==> src/rtl/life_pattern_loader_if.sv <==
// Control bus between the pattern loader, its host and the 4x4 life array.
// master = loader side; slave = host/array side.
interface life_pattern_loader_if #(
    parameter int unsigned GEN_W = 16
);
    logic [15:0]      pattern;
    logic             load_req;
    logic             run_req;
    logic [1:0]       row;
    logic [1:0]       col;
    logic             val;
    logic             write_enb;
    logic             run;
    logic             busy;
    logic             done;
    logic [GEN_W-1:0] gen_count;

    modport master (
        input  pattern, load_req, run_req,
        output row, col, val, write_enb, run, busy, done, gen_count
    );

    modport slave (
        output pattern, load_req, run_req,
        input  row, col, val, write_enb, run, busy, done, gen_count
    );
endinterface

==> src/rtl/life_pattern_loader.sv <==
// Loads a 16-bit seed into life_array_4x4 one cell per clock (k = 4*col + row),
// then paces generations with a one-cycle run pulse every TICK_DIV clocks.
module life_pattern_loader #(
    parameter int unsigned TICK_DIV = 4,
    parameter int unsigned GEN_W    = 16
) (
    input  logic                  clk,
    input  logic                  reset,
    life_pattern_loader_if.master bus
);
    localparam int unsigned       TICK_W    = 16;
    localparam logic [TICK_W-1:0] TICK_LAST = TICK_W'(TICK_DIV - 1);

    typedef enum logic [1:0] {IDLE, LOAD, DONE, RUN} state_e;

    state_e            state_q, state_d;
    logic [3:0]        k_q, k_d;
    logic [TICK_W-1:0] tick_q, tick_d;
    logic [15:0]       pattern_q, pattern_d;
    logic              loaded_q, loaded_d;
    logic [1:0]        row_q, row_d;
    logic [1:0]        col_q, col_d;
    logic              val_q, val_d;
    logic              write_enb_q, write_enb_d;
    logic              run_q, run_d;
    logic              busy_q, busy_d;
    logic              done_q, done_d;
    logic [GEN_W-1:0]  gen_count_q, gen_count_d;
    logic              start_load;

    // Next-state and next-output logic; outputs are computed for the state being entered.
    always_comb begin
        state_d     = state_q;
        k_d         = k_q;
        tick_d      = tick_q;
        pattern_d   = pattern_q;
        loaded_d    = loaded_q;
        row_d       = row_q;
        col_d       = col_q;
        val_d       = val_q;
        gen_count_d = gen_count_q;
        write_enb_d = 1'b0;
        run_d       = 1'b0;
        busy_d      = 1'b0;
        done_d      = 1'b0;
        start_load  = 1'b0;

        case (state_q)
            IDLE: begin
                if (bus.load_req) begin
                    start_load = 1'b1;
                end else if (bus.run_req && loaded_q) begin
                    state_d = RUN;
                    tick_d  = '0;
                end
            end
            LOAD: begin
                if (k_q == 4'd15) begin
                    state_d     = DONE;
                    done_d      = 1'b1;
                    gen_count_d = '0;
                    tick_d      = '0;
                    loaded_d    = 1'b1;
                end else begin
                    k_d         = k_q + 4'd1;
                    write_enb_d = 1'b1;
                    busy_d      = 1'b1;
                    row_d       = k_d[1:0];
                    col_d       = k_d[3:2];
                    val_d       = pattern_q[k_d];
                end
            end
            DONE: begin
                state_d = bus.run_req ? RUN : IDLE;
                tick_d  = '0;
            end
            RUN: begin
                // A new load aborts the run even if run_req has dropped.
                if (bus.load_req) begin
                    start_load = 1'b1;
                end else if (!bus.run_req) begin
                    state_d = IDLE;
                    tick_d  = '0;
                end else begin
                    tick_d = (tick_q == TICK_LAST) ? '0 : tick_q + TICK_W'(1);
                end
            end
            default: state_d = IDLE;
        endcase

        if (start_load) begin
            state_d     = LOAD;
            pattern_d   = bus.pattern;
            k_d         = 4'd0;
            tick_d      = '0;
            write_enb_d = 1'b1;
            busy_d      = 1'b1;
            row_d       = 2'd0;
            col_d       = 2'd0;
            val_d       = bus.pattern[0];
        end

        // Pulse on the cycle whose tick value is TICK_DIV-1; gen_count tracks pulses issued.
        run_d = (state_d == RUN) && (tick_d == TICK_LAST);
        if (run_d) begin
            gen_count_d = gen_count_q + GEN_W'(1);
        end
    end

    always_ff @(posedge clk or posedge reset) begin
        if (reset) begin
            state_q     <= IDLE;
            k_q         <= '0;
            tick_q      <= '0;
            pattern_q   <= '0;
            loaded_q    <= 1'b0;
            row_q       <= '0;
            col_q       <= '0;
            val_q       <= 1'b0;
            write_enb_q <= 1'b0;
            run_q       <= 1'b0;
            busy_q      <= 1'b0;
            done_q      <= 1'b0;
            gen_count_q <= '0;
        end else begin
            state_q     <= state_d;
            k_q         <= k_d;
            tick_q      <= tick_d;
            pattern_q   <= pattern_d;
            loaded_q    <= loaded_d;
            row_q       <= row_d;
            col_q       <= col_d;
            val_q       <= val_d;
            write_enb_q <= write_enb_d;
            run_q       <= run_d;
            busy_q      <= busy_d;
            done_q      <= done_d;
            gen_count_q <= gen_count_d;
        end
    end

    assign bus.row       = row_q;
    assign bus.col       = col_q;
    assign bus.val       = val_q;
    assign bus.write_enb = write_enb_q;
    assign bus.run       = run_q;
    assign bus.busy      = busy_q;
    assign bus.done      = done_q;
    assign bus.gen_count = gen_count_q;
endmodule

==> src/flat_wrapper.sv <==
// flat-port wrapper written by rule: the top's interface ports become plain ports
module life_pattern_loader_flat 
#(
    parameter int unsigned TICK_DIV = 4,
    parameter int unsigned GEN_W    = 16
)
  (clk, reset, bus_pattern, bus_load_req, bus_run_req, bus_row, bus_col, bus_val, bus_write_enb, bus_run, bus_busy, bus_done, bus_gen_count);
  life_pattern_loader_if #(.GEN_W(GEN_W)) bus_i ();
  input  logic clk;
  input  logic reset;
  input wire logic [$bits(bus_i.pattern)-1:0] bus_pattern;
  input wire logic [$bits(bus_i.load_req)-1:0] bus_load_req;
  input wire logic [$bits(bus_i.run_req)-1:0] bus_run_req;
  output wire logic [$bits(bus_i.row)-1:0] bus_row;
  output wire logic [$bits(bus_i.col)-1:0] bus_col;
  output wire logic [$bits(bus_i.val)-1:0] bus_val;
  output wire logic [$bits(bus_i.write_enb)-1:0] bus_write_enb;
  output wire logic [$bits(bus_i.run)-1:0] bus_run;
  output wire logic [$bits(bus_i.busy)-1:0] bus_busy;
  output wire logic [$bits(bus_i.done)-1:0] bus_done;
  output wire logic [$bits(bus_i.gen_count)-1:0] bus_gen_count;
  assign bus_i.pattern = bus_pattern;
  assign bus_i.load_req = bus_load_req;
  assign bus_i.run_req = bus_run_req;
  assign bus_row = bus_i.row;
  assign bus_col = bus_i.col;
  assign bus_val = bus_i.val;
  assign bus_write_enb = bus_i.write_enb;
  assign bus_run = bus_i.run;
  assign bus_busy = bus_i.busy;
  assign bus_done = bus_i.done;
  assign bus_gen_count = bus_i.gen_count;
  life_pattern_loader #(.TICK_DIV(TICK_DIV), .GEN_W(GEN_W)) u_core (.clk(clk), .reset(reset), .bus(bus_i));
endmodule
==> config.mk <==
export PLATFORM = sky130hd
export DESIGN_NAME = life_pattern_loader_flat
export DESIGN_NICKNAME = d
export VERILOG_FILES = /design/src/rtl/life_pattern_loader_if.sv /design/src/rtl/life_pattern_loader.sv /design/src/flat_wrapper.sv
export SDC_FILE = /design/constraint.sdc
export NUM_CORES = 1
export LEC_CHECK = 0
export ABC_AREA = 1
export ABC_CLOCK_PERIOD_IN_PS = 7240
export BUFFER_PORTS_ARGS = -buffer_cell sky130_fd_sc_hd__buf_2
export CAP_MARGIN = 20
export CORE_UTILIZATION = 49
export DETAILED_ROUTE_END_ITERATION = 6
export GPL_ROUTABILITY_DRIVEN = 1
export PLACE_DENSITY = 0.69
export SETUP_SLACK_MARGIN = 0.05
export SLEW_MARGIN = 20
export SYNTH_ARGS = -nofsm -noshare
export SYNTH_HDL_FRONTEND = slang
export SYNTH_SLANG_ARGS = --single-unit
==> constraint.sdc <==
create_clock -name clk -period 7.24 [get_ports clk]
set_clock_uncertainty 0.05 [all_clocks]
set_input_delay 1.448 -clock clk [delete_from_list [all_inputs] [get_ports clk]]
set_output_delay 1.448 -clock clk [all_outputs]
set_load 0.05 [all_outputs]
=== Word-level counts from Yosys, hierarchy flattened ===
Index checks and enable logic that the tools add are counted.

* Word-level logic and storage cells: 74
* Register bits after elaboration: 63
* Output and inout port bits: 25
* Bits of input ports: 20

* Reduce and logical (&&, ||, !) cells: 10
* Eq/ne operators: 8
* Multiplexer cells: 40
* Order comparisons: 1
* $add $sub $neg: 3

{| class="wikitable"
|+ Operators with widths
! cell !! number
|-
| 16-bit two-way mux || 10
|-
| 16-bit case mux with 4 select lines || 1
|-
| 16-bit by 1-bit adder with 16-bit output, second input constant || 2
|-
| 16-bit by 2-bit == test with 1-bit output, second input constant || 2
|-
| 2-bit two-way mux || 13
|-
| 4-bit two-way mux || 3
|-
| 1-bit two-way mux || 11
|-
| 2-bit case mux with 4 select lines || 1
|-
| 2-bit == test, second input constant || 3
|-
| 2-bit AND reduction || 3
|-
| 2-bit nonzero test || 3
|-
| 4-bit by 5-bit less-than comparator with 1-bit output, second input constant || 1
|-
| 4-bit by 1-bit adder with 4-bit output, second input constant || 1
|-
| 1-bit binary-select mux with 4-bit select || 1
|-
| 4-bit == test, second input constant || 1
|-
| 2-bit by 1-bit == test with 1-bit output, second input constant || 1
|-
| 1-bit logical AND || 2
|-
| 2-bit logical NOT || 1
|-
| 2-bit by 1-bit inequality test with 1-bit output, second input constant || 1
|-
| 2-bit OR reduction || 1
|}

=== Depth between registers and ports, before layout ===
* Depth after elaboration: 10
* Mapped depth: 19
* Mapped depth without buffers: 17

=== Least setup slack after synthesis ===
No wires, ideal clock.

* Path type: input port to flip-flop
* Start: input port bus_load_req
* End: register u_core.gen_count_q[5], in the netlist u_core.bus.gen_count[5]
* Data required time: 7,070 ps
* Stages: 17
* Path buffers: 3
* Slack: 4,228 ps
* Data arrival time: 2,843 ps
* Library setup time: 120 ps
* Path through: inv_2 -> buf_6 -> nand4_2 -> nand2_1 -> buf_4 -> nor2_1 -> o21ai_0 -> nor2_1 -> nand2_1 -> nand2_1 -> nor2_1 -> nand2_1 -> nor2_2 -> nand2_2 -> buf_6 -> nand3_2 -> nand2_1

* Word-level cells in the longest chain between the ends: 7
* Elaborated cells between the ends (all ways): 17
* Those cells by class: eq/ne (2); mux (11); reduce/logical (4)

{| class="wikitable"
|+ Ends and longest elaborated chain
! what !! RTL line !! text
|-
| from (decl) || flat_wrapper.sv:12 || <nowiki>input wire logic [$bits(bus_i.load_req)-1:0] bus_load_req;</nowiki>
|-
| 16-bit two-way mux (tied with other cells) || life_pattern_loader.sv:79 || <nowiki>if (bus.load_req) begin</nowiki>
|-
| 16-bit case mux with 4 select lines (tied with other cells) || life_pattern_loader.sv:48 || <nowiki>case (state_q)</nowiki>
|-
| 16-bit two-way mux / 2-bit two-way mux (equally long branches) || life_pattern_loader.sv:91 || <nowiki>if (start_load) begin</nowiki>
|-
| 16-bit by 2-bit == test with 1-bit output / 2-bit == test (equally long branches) || life_pattern_loader.sv:104 || <nowiki>run_d = (state_d == RUN) && (tick_d == TICK_LAST);</nowiki>
|-
| 1-bit logical AND * || life_pattern_loader.sv:104 ||
|-
| 2-bit nonzero test (no source line) || n/a ||
|-
| 2-bit AND reduction (no source line) || n/a ||
|-
| to (signal assigned) || life_pattern_loader.sv:138 || <nowiki>gen_count_q <= gen_count_d;</nowiki>
|-
| to (decl) || life_pattern_loader.sv:28 || <nowiki>logic [GEN_W-1:0] gen_count_q, gen_count_d;</nowiki>
|}

Every way passes the cells marked *; elsewhere a longest branch is shown, timed or not.
A chain may end at the register's enable or synchronous reset.

=== Worst setup path after layout ===
* Start: input port bus_load_req
* End: register u_core.gen_count_q[9], in the netlist u_core.bus.gen_count[9]

The elaborated chain is that of the path after synthesis.

==> results summary <==
The pre-CTS setup slack came out at 2.71 ns. After floorplanning, the core was divided into 32 placement rows. The final clock period utilization by the worst path is 57.6%.

Setup violations remaining at the end of the flow were counted as 0. The global-route wire length before repair is 16800 um. The summed negative setup slack over all endpoints is 0 ns.

Broken down by cell family, the worst path's largest delay share belongs to simple AND/OR/NAND/NOR gates. The most frequent cell on the critical path is nand2_1. The via count of the first global-routing pass was 3562. The number of fill cells in the layout came out at 792. The relative slew slack came out at 51.3%. The combined area of the multi-input logic cells came out at 0.00208 mm^2.

The switching power summed over all nets came out at 0.000792 W. The peak supply drop came out at 0.187 mV. Setup repair after global routing left no endpoint under its margin.

The number of buffers inserted by port buffering is 44. Of the post-synthesis cell area, the dominant cell type holds 37.0%. The slew at the pin closest to its max-slew limit is 0.731 ns. Across all setup checks in the final design, the least slack found is 3.07 ns. The overall global routing resource usage is 25.2%.

The number of DRC markers after the initial detailed-route iteration is 174. The number of distinct library cell variants in the gate-level netlist after synthesis is 33. After global routing, the most crowded layer is met2.

The type of the most critical hold path is flop to flop. The switching share of power came out at 48.3%. The power per standard cell area came out at 371 mW/mm^2.

STA classifies the critical path endpoint as a flop. The cell area that synthesis handed to floorplanning was 0.00399 mm^2. The dominant register cell in the synthesized netlist is dfrtp_1.

The delay of the slowest critical-path stage is 0.45 ns. The worst hold slack across all endpoints came out at 0.418 ns. The static leakage power is 2.44 nW. The core area is 0.00781 mm^2. Combinational logic is responsible for 49.1% of the overall power. The detailed-route vias per instance came out at 5.10. The area used by sequential logic in the layout came out at 0.00148 mm^2. The signal on the critical path passes through buf_2, inv_2, nor2_4, inv_1, nand2_1, nor2_1, o21ai_0, nor2_1, nand2_1, nand2_1, nor2_1, nand2_1, nor2_2, nand2_2, nand3_1, nand2_1. The maximum root-to-sink buffer count is 2. dfrtp_1 takes more of the synthesized area than any other cell. The chip height is 92.3 um. The register share of total power came out at 32.2%.

The clock latency on the worst-skew pair is 0.33 ns. Once detailed placement completed, the half-perimeter wirelength came to 7210 um. Post-CTS repair changed the size of 0 cells. The total power after layout came out at 0.00164 W. The initial antenna violation count is 0. The maximum clock frequency came out at 240 MHz. After routing the design area is 0.00442 mm^2. In the synthesized netlist, the number of instances is 593.

The total count of hold-check failures in the final report came out at 0. For this configuration, the core starts out at a cell density of 51.1%. The sequential share of the synthesized area is 37.0%.

From synthesis to final layout, the design area changed by 10.7%. For this run, design rule violations remaining after detail routing come to 0. The routed wire length is 9910 um.

The clock network accounts for 18.7% of the total power. The total overflow left after global routing is 0. The max capacitance violation total is 0. In this run the worst path has a maximum fanout of 26. The final critical-path required period came out at 4.17 ns. The number of nets handed over by synthesis was 621. After detailed placement, the total cell area comes to 0.00422 mm^2. The die is 92.3 um wide.

The number of diodes added for antenna fixing is 0. The number of pins with negative max-slew slack in the final report is 0. The final-stage net count came out at 655.

Counting every sink on the clock net gives 59. The largest net degree at the start of global routing is 60. The number of buffers and inverters on the critical path is 3.

TritonCTS built the clock tree. The number of buffers inserted to repair setup after CTS is 0. The internal power came out at 0.000847 W.

The met1 usage in global routing is 33.5%. In this run the clock root is driven by a clkbuf_8. In this run the mean area of a mapped cell was 6.73 um^2. The number of top-level design ports came out at 45. The setup path with the least slack is of type input port to flop. The flow ran to the end, and the final reports show no timing, DRC or antenna violations.

The required time of the worst setup path is 7.40 ns. On the critical path, the stage with the largest delay is an instance of nor2_4. The H-tree was split into 3 levels.

The share of flip-flops with an asynchronous set or reset is 100%. The number of flops mapped to enable cells by yosys is 0. For this run, global-route usage on met3 was measured as 2.74%. The worst setup path is launched from an input port. The routability-driven placement congestion ratio is 0.953. The number of buffers inserted during clock tree synthesis came out at 9. After clock tree synthesis, the flow added hold-fix buffers numbering 0.

The yosys synthesis warning count came out at 0. Detailed routing inserted a total of 3731 vias. Clock-pin slew was measured on the worst setup and hold paths at 0.06 ns. The floorplan die area came out at 0.00851 mm^2. The post-route netlist has 13.8% of its cells at a drive strength greater than 1. In the global route stage, met2 resource usage came out at 41.2%. The arrival time reported for the critical path endpoint came out at 4.34 ns.

The remaining antenna violation count after routing is 0. In the final routed layout, each cell accounts on average for 13.5 um. The flip-flop and latch count after synthesis is 59.

After synthesis, the cell types taking the most area are dfrtp_1, nand2_1, inv_1, nand3_1, nor2_1. The detailed-routing iteration count for the pre-antenna-repair pass is 5.
power by group through the flow:
stage               sequential (W)  clock [W]  combinational [W]
finish                    0.000528   0.000306           0.000806
global route              0.000539   0.000322           0.000914
CTS                       0.000527   0.000313           0.000799
detailed placement        0.000532          0           0.000795
global placement          0.000528          0           0.000784
floorplan                 0.000541          0           0.000602
synthesized netlist by cell type (2+ instances only):
cell type / count
a21oi_1: 27
buf_1: 2
buf_2: 5
buf_4: 3
buf_6: 4
clkbuf_1: 8
dfrtp_1: 59
ha_1: 8
inv_1: 78
inv_2: 3
nand2_1: 202
nand2_2: 4
nand3_1: 51
nand3_2: 10
nand4_1: 5
nor2_1: 52
nor2_2: 4
nor2_4: 2
nor3_1: 7
nor3_2: 2
o211ai_1: 3
o21ai_0: 29
xnor2_1: 4
xor2_1: 12
metal layers:
| layer | share of wire [%] | vias to the layer above |
|---|---|---|
| met4 | 2.1 | 0 |
| met5 | 0 | - |
| li1 | - | 1918 |
| met2 | 48 | 103 |
| met1 | 45 | 1693 |
| met3 | 4.8 | 17 |
per-stage QoR:
stage	util, %	std cells
finish	56.6	732
global route	56.6	732
CTS	56.6	732
detailed placement	54.0	718
global placement	54.0	718
floorplan	-	593
cell usage in the layout, fill, tap and decap left out, types with 3 or more instances in the layout:
cell,count
a21oi_1,27
buf_2,44
clkbuf_8,12
dfrtp_1,59
ha_1,8
inv_1,77
inv_2,4
nand2_1,202
nand2_2,4
nand3_1,51
nand3_2,10
nand4_1,5
nor2_1,52
nor2_2,4
nor3_1,7
o211ai_1,3
o21ai_0,29
xnor2_1,4
xor2_1,12
kinds of logic (layout without fill, tap and decap cells):
logic type | count (synthesis) | after routing | synth area share (%)
buffers and inverters | 103 | 140 | 10.9
xor gates and xnor gates | 16 | 16 | 3.51
and+or+nand+nor | 342 | 342 | 37.4
DFF | 59 | 59 | 37.0
AOI/OAI and AO/OA | 65 | 65 | 8.68
adders and majority gates | 8 | 8 | 2.51
flip-flops by register name (all words and copies together), names as in the netlist:
register	flops
u_core.bus.gen_count	16
u_core.pattern_q	16
u_core.tick_q	16
u_core.k_q	2
u_core.state_q	2
u_core.bus.col	1
u_core.bus.done	1
u_core.bus.row	1
u_core.bus.run	1
u_core.bus.val	1
u_core.bus.write_enb	1
u_core.loaded_q	1
worst reg2reg max path: cells and delay by family (launching register included):
family / cells / cell delay, ns
compound gates: 1 / 0.08
fa+ha+maj: 1 / 0.34
buf+inv: 2 / 0.52
flops: 1 / 0.43
simple gates: 12 / 1.95
layout make-up:
type	instances	area share, %
sequential	59	33.4
tap	102	2.89
multi-input combinational	431	47.1
clock inverter	2	0.793
timing repair buffer	45	5.16
clock buffer	12	3.74
inverter	81	6.88
final timing paths:
path                                                  start                                   to  slack, ns  depth (start not counted)
hold reg to reg            u_core.pattern_q[11]$_DFFE_PP0P_     u_core.pattern_q[11]$_DFFE_PP0P_       0.42                          2
min in group asynchronous                             reset      u_core.pattern_q[7]$_DFFE_PP0P_       1.29                          3
setup / recovery                               bus_load_req  u_core.bus.gen_count[9]$_DFFE_PP0P_       3.07                         16
hold / removal             u_core.pattern_q[11]$_DFFE_PP0P_     u_core.pattern_q[11]$_DFFE_PP0P_       0.42                          2
setup reg to reg                u_core.state_q[0]$_DFF_PP0_  u_core.bus.gen_count[9]$_DFFE_PP0P_       3.75                         16
max in group asynchronous                             reset          u_core.tick_q[12]$_DFF_PP0_       5.38                          3
(Power assumes the default switching activity.)
